`src/rtl/amba_pkg.sv`:
```
// Shared AMBA types for the adder peripheral bus front ends.
// Latency: n/a (types and constants only).
// Backpressure: n/a.
package amba_pkg;

    // B-channel response codes.
    typedef enum logic [1:0] {
        RESP_OKAY   = 2'b00,
        RESP_SLVERR = 2'b10
    } resp_t;

    // Write-side transaction sequencer states.
    typedef enum logic [1:0] {
        IDLE  = 2'b00,
        WRITE = 2'b01,
        RESP  = 2'b10
    } wr_state_t;

    // A write is only legal when every byte lane is enabled.
    localparam logic [3:0] FULL_STRB = 4'hF;

    // Byte address to 32-bit word index, zero-extended.
    function automatic logic [31:0] word_index(input logic [31:0] byte_addr);
        return {2'b00, byte_addr[31:2]};
    endfunction

endpackage

```
`src/rtl/axi_hold_slot.sv`:
```
// One-deep holding register with a full flag for a single AXI channel beat.
// Latency: captured value visible on q the cycle after the load edge.
// Backpressure: owner deasserts READY while full; clear wins over load.
//
// Ports:
//   clk, rst   clock and asynchronous active-high reset
//   load       capture d (asserted on the VALID && READY handshake)
//   clear      empty the slot (transaction retired)
//   d / q      beat payload in / held payload out
//   full       slot holds a beat
module axi_hold_slot #(
    parameter int WIDTH = 32
) (
    input  logic             clk,
    input  logic             rst,
    input  logic             load,
    input  logic             clear,
    input  logic [WIDTH-1:0] d,
    output logic [WIDTH-1:0] q,
    output logic             full
);

    always_ff @(posedge clk or posedge rst) begin
        if (rst) begin
            q    <= '0;
            full <= 1'b0;
        end else if (clear) begin
            // Payload is left in place; only the full flag matters once cleared.
            full <= 1'b0;
        end else if (load) begin
            q    <= d;
            full <= 1'b1;
        end
    end

endmodule

```
`src/rtl/axi_lite_write_slave.sv`:
```
// AXI4-Lite write front end: pairs AW and W beats, validates them, strobes the regfile.
// Latency: pair complete at edge N -> write strobe in cycle N+1 -> BVALID in cycle N+2.
// Backpressure: AWREADY/WREADY low while a slot is full or a transaction is in flight; BREADY low stalls in RESP.
//
// Ports:
//   ACLK, ARST                    clock and asynchronous active-high reset
//   AWADDR/AWVALID/AWREADY        write address channel
//   WDATA/WSTRB/WVALID/WREADY     write data channel
//   BRESP/BVALID/BREADY           write response channel
//   o_addr_wc, o_data_wc          word index and data for the regfile write port
//   o_en_amba_write               single-cycle regfile write enable
module axi_lite_write_slave
    import amba_pkg::*;
#(
    parameter int NUM_REGS = 4
) (
    input  logic        ACLK,
    input  logic        ARST,
    input  logic [31:0] AWADDR,
    input  logic        AWVALID,
    output logic        AWREADY,
    input  logic [31:0] WDATA,
    input  logic [3:0]  WSTRB,
    input  logic        WVALID,
    output logic        WREADY,
    output logic [1:0]  BRESP,
    output logic        BVALID,
    input  logic        BREADY,
    output logic [31:0] o_addr_wc,
    output logic [31:0] o_data_wc,
    output logic        o_en_amba_write
);

    // First byte address past the decoded register window.
    localparam logic [31:0] ADDR_LIMIT = 32'(4 * NUM_REGS);

    wr_state_t   state_q;
    wr_state_t   state_d;

    logic        aw_full;
    logic [31:0] aw_q;
    logic        aw_load;

    logic        w_full;
    logic [35:0] w_q;
    logic        w_load;
    logic [31:0] w_data;
    logic [3:0]  w_strb;

    logic        slot_clear;
    logic        err;
    logic        err_q;
    logic [31:0] addr_last_q;
    logic [31:0] data_last_q;
    resp_t       bresp_d;

    // ------------------------------------------------------------------
    // Channel handshakes. READY is gated by ARST so nothing is offered
    // while the block is held in reset.
    // ------------------------------------------------------------------
    assign AWREADY    = !ARST && !aw_full && (state_q == IDLE);
    assign WREADY     = !ARST && !w_full  && (state_q == IDLE);
    assign aw_load    = AWVALID && AWREADY;
    assign w_load     = WVALID  && WREADY;
    assign slot_clear = (state_q == RESP) && BREADY;

    axi_hold_slot #(
        .WIDTH (32)
    ) u_aw_slot (
        .clk   (ACLK),
        .rst   (ARST),
        .load  (aw_load),
        .clear (slot_clear),
        .d     (AWADDR),
        .q     (aw_q),
        .full  (aw_full)
    );

    axi_hold_slot #(
        .WIDTH (36)
    ) u_w_slot (
        .clk   (ACLK),
        .rst   (ARST),
        .load  (w_load),
        .clear (slot_clear),
        .d     ({WSTRB, WDATA}),
        .q     (w_q),
        .full  (w_full)
    );

    assign w_strb = w_q[35:32];
    assign w_data = w_q[31:0];

    // Decode from the held beats; only meaningful while both slots are full.
    assign err = (aw_q[1:0] != 2'b00) || (aw_q >= ADDR_LIMIT) || (w_strb != FULL_STRB);

    // ------------------------------------------------------------------
    // Sequencer state register.
    // ------------------------------------------------------------------
    always_ff @(posedge ACLK or posedge ARST) begin
        if (ARST) begin
            state_q <= IDLE;
        end else begin
            state_q <= state_d;
        end
    end

    // Next state and channel outputs.
    always_comb begin
        state_d         = state_q;
        BVALID          = 1'b0;
        bresp_d         = RESP_OKAY;
        o_en_amba_write = 1'b0;
        o_addr_wc       = addr_last_q;
        o_data_wc       = data_last_q;
        case (state_q)
            IDLE: begin
                // Each slot is either already full or filling on this edge.
                if ((aw_full || aw_load) && (w_full || w_load)) begin
                    state_d = WRITE;
                end
            end
            WRITE: begin
                o_en_amba_write = !err;
                o_addr_wc       = word_index(aw_q);
                o_data_wc       = w_data;
                state_d         = RESP;
            end
            RESP: begin
                BVALID  = 1'b1;
                bresp_d = err_q ? RESP_SLVERR : RESP_OKAY;
                if (BREADY) begin
                    state_d = IDLE;
                end
            end
            default: begin
                state_d = IDLE;
            end
        endcase
    end

    assign BRESP = bresp_d;

    // ------------------------------------------------------------------
    // Error flag for the response and last-written address/data, which
    // the regfile port keeps presenting between writes.
    // ------------------------------------------------------------------
    always_ff @(posedge ACLK or posedge ARST) begin
        if (ARST) begin
            err_q       <= 1'b0;
            addr_last_q <= '0;
            data_last_q <= '0;
        end else if (state_q == WRITE) begin
            err_q       <= err;
            addr_last_q <= word_index(aw_q);
            data_last_q <= w_data;
        end
    end

endmodule

```
`config.mk`:
```
export PLATFORM = sky130hd
export DESIGN_NAME = axi_lite_write_slave
export DESIGN_NICKNAME = d
export VERILOG_FILES = /design/src/rtl/amba_pkg.sv /design/src/rtl/axi_hold_slot.sv /design/src/rtl/axi_lite_write_slave.sv
export SDC_FILE = /design/constraint.sdc
export NUM_CORES = 1
export LEC_CHECK = 0
export CORE_MARGIN = 4
export CORE_UTILIZATION = 44
export DETAILED_ROUTE_END_ITERATION = 7
export HOLD_SLACK_MARGIN = 0.08
export PLACE_DENSITY_LB_ADDON = 0.3
export SLEW_MARGIN = 5
export SYNTH_ARGS = -nofsm -noshare
export SYNTH_HDL_FRONTEND = slang
export SYNTH_SLANG_ARGS = --single-unit
```
`constraint.sdc`:
```
create_clock -name ACLK -period 4.15 [get_ports ACLK]
set_input_delay 0.415 -clock ACLK [delete_from_list [all_inputs] [get_ports ACLK]]
set_output_delay 0.415 -clock ACLK [all_outputs]
set_load 0.005 [all_outputs]
```
==> results.py, run 1 <==
metrics = {
    "run_status": {
        "status": "finished clean",
    },
    "clock_tree": {
        "clk_pin_slew_ns": 0.05,
        "cts.repair.resized": 0,
        "clock-sinks": 137,
        "cts_tree": "built",
        "htreeDepth": 4,
        "cts_root_buffer": "clkbuf_16",
        "holdBufCountCts": 0,
        "clkLatencyLatePin_ns": 0.41,
        "clk_path_buf_depth": 2,
        "cts_setup_buffers": 0,
        "numCtsBuffers": 17,
    },
    "power_and_ir_drop": {
        "ir_drop_v": 0.000512,
        "power.leakage_nw": 3.31,
        "finalPower_mw": 6.38,
        "pwr_density_cell_mw_per_mm2": 856,
    },
    "routing": {
        "wl_met2_mm": 6.02,
        "wl_met1_mm": 4.74,
        "wl_per_cell_um": 18.4,
        "dr.pass1.iters": 4,
        "num_vias": 3074,
        "vias_per_cell": 4.98,
        "drt_iter0_markers": 152,
        "route.detailed.drc": 0,
        "maxUsedRoutingLayer": "met4",
        "drt_wl_total_mm": 11.4,
        "ant_nets": 0,
        "met3WireLength_um": 511,
    },
    "floorplanning": {
        "die_w_um": 118,
        "die_area_sq_mm": 0.0140,
        "coreArea_sq_mm": 0.0117,
        "rows": 39,
        "boundaryPins": 143,
        "chipHeight_um": 118,
        "start_util_pct": 45.8,
    },
    "global_route": {
        "grt_max_degree": 99,
        "grt_pass1_vias": 3583,
        "grt_pass1_wl_mm": 18.6,
        "grt_util_all_layers_pct": 17.0,
        "grt_antenna_before_repair": 0,
        "grt-ovfl-total": 0,
    },
    "cells_and_area": {
        "drive_above_1_share_pct": 35.7,
        "layout.cells.non_filler": 617,
        "fillers": 891,
        "finalNetCount": 535,
        "syn2layout_area_growth_pct": 39.5,
        "diodes": 0,
        "final_area_sq_mm": 0.00746,
    },
    "synth": {
        "synth_seq_cells": 137,
        "synth.net_count": 386,
        "ys_warn_count": 0,
        "synth_top_area_cell": "dfrtp_1",
        "yosysMostFrequentCell": "dfrtp_1",
        "yosysSeqAreaShare_pct": 64.2,
        "synth_top_area_share_pct": 64.2,
        "synthTopCellsByCount": "137 x dfrtp_1, 100 x mux2_2, 30 x mux2_4, 7 x nor4_1, 6 x buf_6",
        "syn-instance-count": 313,
        "synthArstFlopShare_pct": 100,
        "ys.flop_type": "dfrtp_1",
        "synthDistinctLibCells": 24,
        "synth.cell_area_sq_mm": 0.00534,
        "synth_edf_count": 0,
        "yosys-top-cells-area": "dfrtp_1 64%, mux2_2 21%, mux2_4 8.4%, buf_6 1.3%, nor4_1 0.82%",
        "syn_avg_cell_area_sq_um": 17.1,
    },
    "sta": {
        "fin_crit_sh_pct": 78.0,
        "worst_pin_slew_ns": 0.870,
        "finalHoldViolations": 0,
        "slew_headroom_pct": 41.8,
        "clock.fmax_mhz": 309,
        "finalHoldWorstSlack_ns": 0.481,
        "clock_skew_ns": 0.0115,
        "fin_crit_ns": 3.24,
        "final_max_slew_viol_count": 0,
        "timing.setup.tns_ns": 0,
        "rsz0062_at_grt": "false",
        "setup_viol": 0,
    },
    "placed_design": {
        "hpwl_mm": 7.74,
        "dp.cells": 586,
        "postPlaceCellArea_sq_mm": 0.00685,
        "gp_congestion": 0.772,
        "portBuffers": 141,
    },
    "critical_path": {
        "start_kind": "flip-flop",
        "timing.critical_path.max_delay_family": "simple AND/OR/NAND/NOR gates",
        "path_cells": "nand2b_4 -> or3_1 -> nor4_1 -> clkdlybuf4s50_1",
        "critical_path_class": "reg2out",
        "cp.arrival_ns": 2.82,
        "crit_buf_inv": 1,
        "cp_max_fo": 39,
        "crit_path_end_kind": "primary output",
        "crit_required_ns": 3.73,
        "slowest_stage": "clkdlybuf4s50_1",
        "max_stage_delay_ns": 0.61,
    },
    "flow_run": {
        "cap_violations": 0,
    },
    "hold_path": {
        "holdCritPathClass": "reg2reg",
    },
}
==> state kept, by name (all words and copies together) (netlist names) <==
| name | flops |
|---|---|
| addr_last_q | 32 |
| data_last_q | 32 |
| err_q | 1 |
| state_q | 2 |
| u_aw_slot.full | 1 |
| u_aw_slot.q | 32 |
| u_w_slot.full | 1 |
| u_w_slot.q | 36 |
==> through the flow <==
step | utilization [%] | worst slack (ns)
3_5_place_dp | 58.7 | 1.34
2_1_floorplan | - | 0.0672
6_report | 63.9 | 0.914
5_1_grt | 63.9 | 0.793
3_3_place_gp | 58.7 | 1.39
4_1_cts | 63.9 | 0.883
==> cell type report <==
cell class	instances	area [sq um]	share of cell area, %
Clock buffer	22	484	6.49
Clock inverter	9	120	1.61
Inverter	3	16.3	0.218
Multi-Input combinational cell	159	1790	24.1
Sequential cell	137	3430	46.0
Tap cell	143	179	2.40
Timing Repair Buffer	144	1430	19.2
==> per-layer routing <==
metal  vias up  track usage (%)
met5         -                0
met2        82             29.0
met1      1576             20.1
li1       1406                -
met3        10             5.16
met4         0             7.03
==> worst paths after layout <==
path,from,endpoint,slack (ns),cells after the start
worst max-delay path,state_q[0],o_en_amba_write,0.91,4
worst min-delay path,addr_last_q[31],addr_last_q[31],0.48,1
worst max register to register,state_q[0],u_aw_slot.q[23],2.04,3
worst min register to register,addr_last_q[31],addr_last_q[31],0.48,1
max in group asynchronous,ARST,data_last_q[24],2.52,3
min in group asynchronous,ARST,state_q[0],0.74,2
==> layout by cell type, fill, tap and decap left out <==
cell / count
conb_1: 1
nor2_1: 1
clkbuf_16: 17
mux2_4: 30
and2_1: 2
nand4_1: 1
inv_6: 1
nand2_4: 1
bufinv_16: 3
clkinv_2: 6
a21oi_1: 5
or4_1: 1
nor2b_1: 1
nor4_1: 7
buf_4: 3
inv_1: 2
o21ai_0: 1
clkbuf_1: 1
and4b_1: 1
mux2_2: 100
clkdlybuf4s50_1: 141
nor4_4: 2
nand2_2: 1
nand3_1: 1
nor4b_1: 1
or3_1: 1
nand2b_4: 1
clkbuf_8: 4
dfrtp_1: 137
==> cell families after synthesis <==
logic type | count (synthesis) | share of synthesized area [%]
buf+inv | 17 | 2.41
flops | 137 | 64.2
simple gates | 22 | 3.30
compound gates | 6 | 0.562
other cells | 1 | 0.0702
mux | 130 | 29.5
==> report_power, final <==
part,total [mW],internal (mW),leakage (nW),switching (mW)
combinational,2.53,1.68,1.36,0.849
clock,1.53,0.999,0.305,0.528
sequential,2.33,2.01,1.64,0.320
(Power assumes the default switching activity.)
==> inputs of run 2 (changes only) <==
--- a/config.mk
+++ b/config.mk
@@ -6,7 +6,7 @@
 export NUM_CORES = 1
 export LEC_CHECK = 0
 export CORE_MARGIN = 4
-export CORE_UTILIZATION = 44
+export CORE_UTILIZATION = 48
 export DETAILED_ROUTE_END_ITERATION = 7
 export HOLD_SLACK_MARGIN = 0.08
 export PLACE_DENSITY_LB_ADDON = 0.3
==> constraint.sdc (replaced) <==
create_clock -name ACLK -period 3.15 [get_ports ACLK]
set_input_delay 0.315 -clock ACLK [delete_from_list [all_inputs] [get_ports ACLK]]
set_output_delay 0.315 -clock ACLK [all_outputs]
set_load 0.005 [all_outputs]
==> results.py, run 2 (synthesis gave the netlist of run 1 again) <==
metrics = {
    "cells_and_area": {
        "multiInputGateArea_sq_mm": 0.00179,
        "drive_above_1_share_pct": 34.7,
        "syn2layout_area_growth_pct": 38.8,
        "final-seq-area_sq_mm": 0.00343,
        "largest_reg_flops": 36,
        "top_register": "u_w_slot.q",
        "fillers": 795,
        "diodes": 0,
        "utilization_pct": 68.1,
        "final_common_cell": "clkdlybuf4s50_1",
        "most-common-layout-cells": "141 x clkdlybuf4s50_1, 137 x dfrtp_1, 100 x mux2_2, 30 x mux2_4, 16 x clkbuf_16",
        "finalNetCount": 535,
    },
    "floorplanning": {
        "die_w_um": 114,
        "start_util_pct": 49.1,
        "chipHeight_um": 114,
        "coreArea_sq_mm": 0.0109,
        "boundaryPins": 143,
        "rows": 38,
        "die_area_sq_mm": 0.0129,
    },
    "global_route": {
        "grt_util_all_layers_pct": 18.5,
        "grt_max_degree": 94,
        "grt-ovfl-total": 0,
        "grt_antenna_before_repair": 0,
        "grt_pass1_vias": 3625,
        "grt_pass1_wl_mm": 18.3,
    },
    "sta": {
        "final_max_slew_viol_count": 0,
        "worst_pin_slew_ns": 0.793,
        "rsz0062_at_grt": "false",
        "setup_viol": 0,
        "finalHoldWorstSlack_ns": 0.359,
        "timing.setup.tns_ns": 0,
        "fin_crit_sh_pct": 94.7,
        "finalHoldViolations": 0,
        "fin_crit_ns": 2.98,
        "clock_skew_ns": 0.00728,
        "clock.fmax_mhz": 335,
        "slew_headroom_pct": 46.9,
    },
    "clock_tree": {
        "clock-sinks": 137,
        "clk_path_buf_depth": 2,
        "clk_pin_slew_ns": 0.06,
        "cts_tree": "built",
        "cts_root_buffer": "clkbuf_8",
        "numCtsBuffers": 17,
        "htreeDepth": 4,
        "holdBufCountCts": 0,
        "cts.repair.resized": 0,
        "clkLatencyLatePin_ns": 0.51,
        "cts_setup_buffers": 0,
    },
    "routing": {
        "route.detailed.drc": 0,
        "dr.pass1.iters": 4,
        "num_vias": 3089,
        "drt_wl_total_mm": 11.1,
        "ant_nets": 0,
        "wl_per_cell_um": 18.2,
        "drt_iter0_markers": 131,
        "vias_per_cell": 5.05,
    },
    "power_and_ir_drop": {
        "pwr_density_cell_mw_per_mm2": 1110,
        "swShare_pct": 26.8,
        "pwr-share-seq_pct": 37.3,
        "power_frac_clock_pct": 22.0,
        "power.leakage_nw": 3.28,
        "combPwrFrac_pct": 40.6,
        "p_int_mw": 6.03,
        "ir_drop_v": 0.000654,
        "p_sw_mw": 2.20,
    },
    "critical_path": {
        "slowest_stage": "clkdlybuf4s50_1",
        "cp.arrival_ns": 2.67,
        "start_kind": "flip-flop",
        "cp_max_fo": 20,
        "critical_path_class": "reg2out",
        "crit_path_end_kind": "primary output",
        "max_stage_delay_ns": 0.59,
        "path_cells": "nand2b_4 -> or3_1 -> nor4_1 -> clkdlybuf4s50_1",
        "crit_required_ns": 2.83,
    },
    "run_status": {
        "status": "finished clean",
    },
    "hold_path": {
        "holdCritPathClass": "in2async",
    },
    "placed_design": {
        "portBuffers": 141,
        "gp_congestion": 0.724,
        "hpwl_mm": 7.59,
    },
    "flow_run": {
        "cap_violations": 0,
    },
}
-- run 2: through the flow --
stage	power, mW	instances	instance area [sq um]	setup slack, ns
2_1_floorplan	4.77	313	5350	1.13
3_3_place_gp	6.35	583	6870	0.781
3_5_place_dp	6.48	583	6870	0.704
4_1_cts	8.37	612	7420	0.129
5_1_grt	8.73	612	7420	0.000331
6_report	8.24	612	7420	0.168
-- run 2: worst paths after layout --
kind                                    to  slack [ns]       startpoint  cells after the start
max                        o_en_amba_write        0.17       state_q[0]                      4
min                        u_aw_slot.q[14]        0.36             ARST                      2
max reg2reg                  u_w_slot.q[1]        1.12       state_q[0]                      3
min reg2reg                addr_last_q[30]        0.49  addr_last_q[30]                      1
max in group asynchronous   u_w_slot.q[22]        2.03             ARST                      3
min in group ACLK          u_aw_slot.q[22]        0.41       AWADDR[22]                      2
-- run 2: layer usage --
| metal | track usage, % | vias up | share of wire (%) |
|---|---|---|---|
| li1 | - | 1412 | - |
| met3 | 6.53 | 21 | 5.9 |
| met5 | 0 | - | 0 |
| met1 | 21.8 | 1569 | 41 |
| met4 | 8.41 | 0 | 2.1 |
| met2 | 30.4 | 87 | 51 |
-- run 2: layout make-up --
cell class	count	share of cell area, %
sequential	137	46.2
clock buffer	27	6.90
tap	140	2.36
clock inverter	2	0.472
multi-input combinational	159	24.2
timing repair buffer	144	19.7
inverter	3	0.202
-- run 2: worst max-delay path: cells and delay by family, from the launching register on --
family	cells	cell delay [ns]
buffers and inverters	1	0.59
DFF	1	0.54
and+or+nand+nor	3	1.02
-- run 2: power by group through the flow --
stage               clock network, mW  registers, mW  logic (mW)
floorplan                           0           2.94        1.82
global placement                    0           3.03        3.33
detailed placement                  0           3.10        3.39
CTS                              1.86           3.08        3.43
global route                     1.95           3.18        3.61
finish                           1.82           3.08        3.35
==> inputs of run 3 (changes only) <==
--- a/config.mk
+++ b/config.mk
@@ -8,7 +8,6 @@
 export CORE_MARGIN = 4
 export CORE_UTILIZATION = 48
 export DETAILED_ROUTE_END_ITERATION = 7
-export HOLD_SLACK_MARGIN = 0.08
 export PLACE_DENSITY_LB_ADDON = 0.3
 export SLEW_MARGIN = 5
 export SYNTH_ARGS = -nofsm -noshare
==> results of run 3 <==
Same layout as run 2: the final DEF is identical, and so are final timing and power.
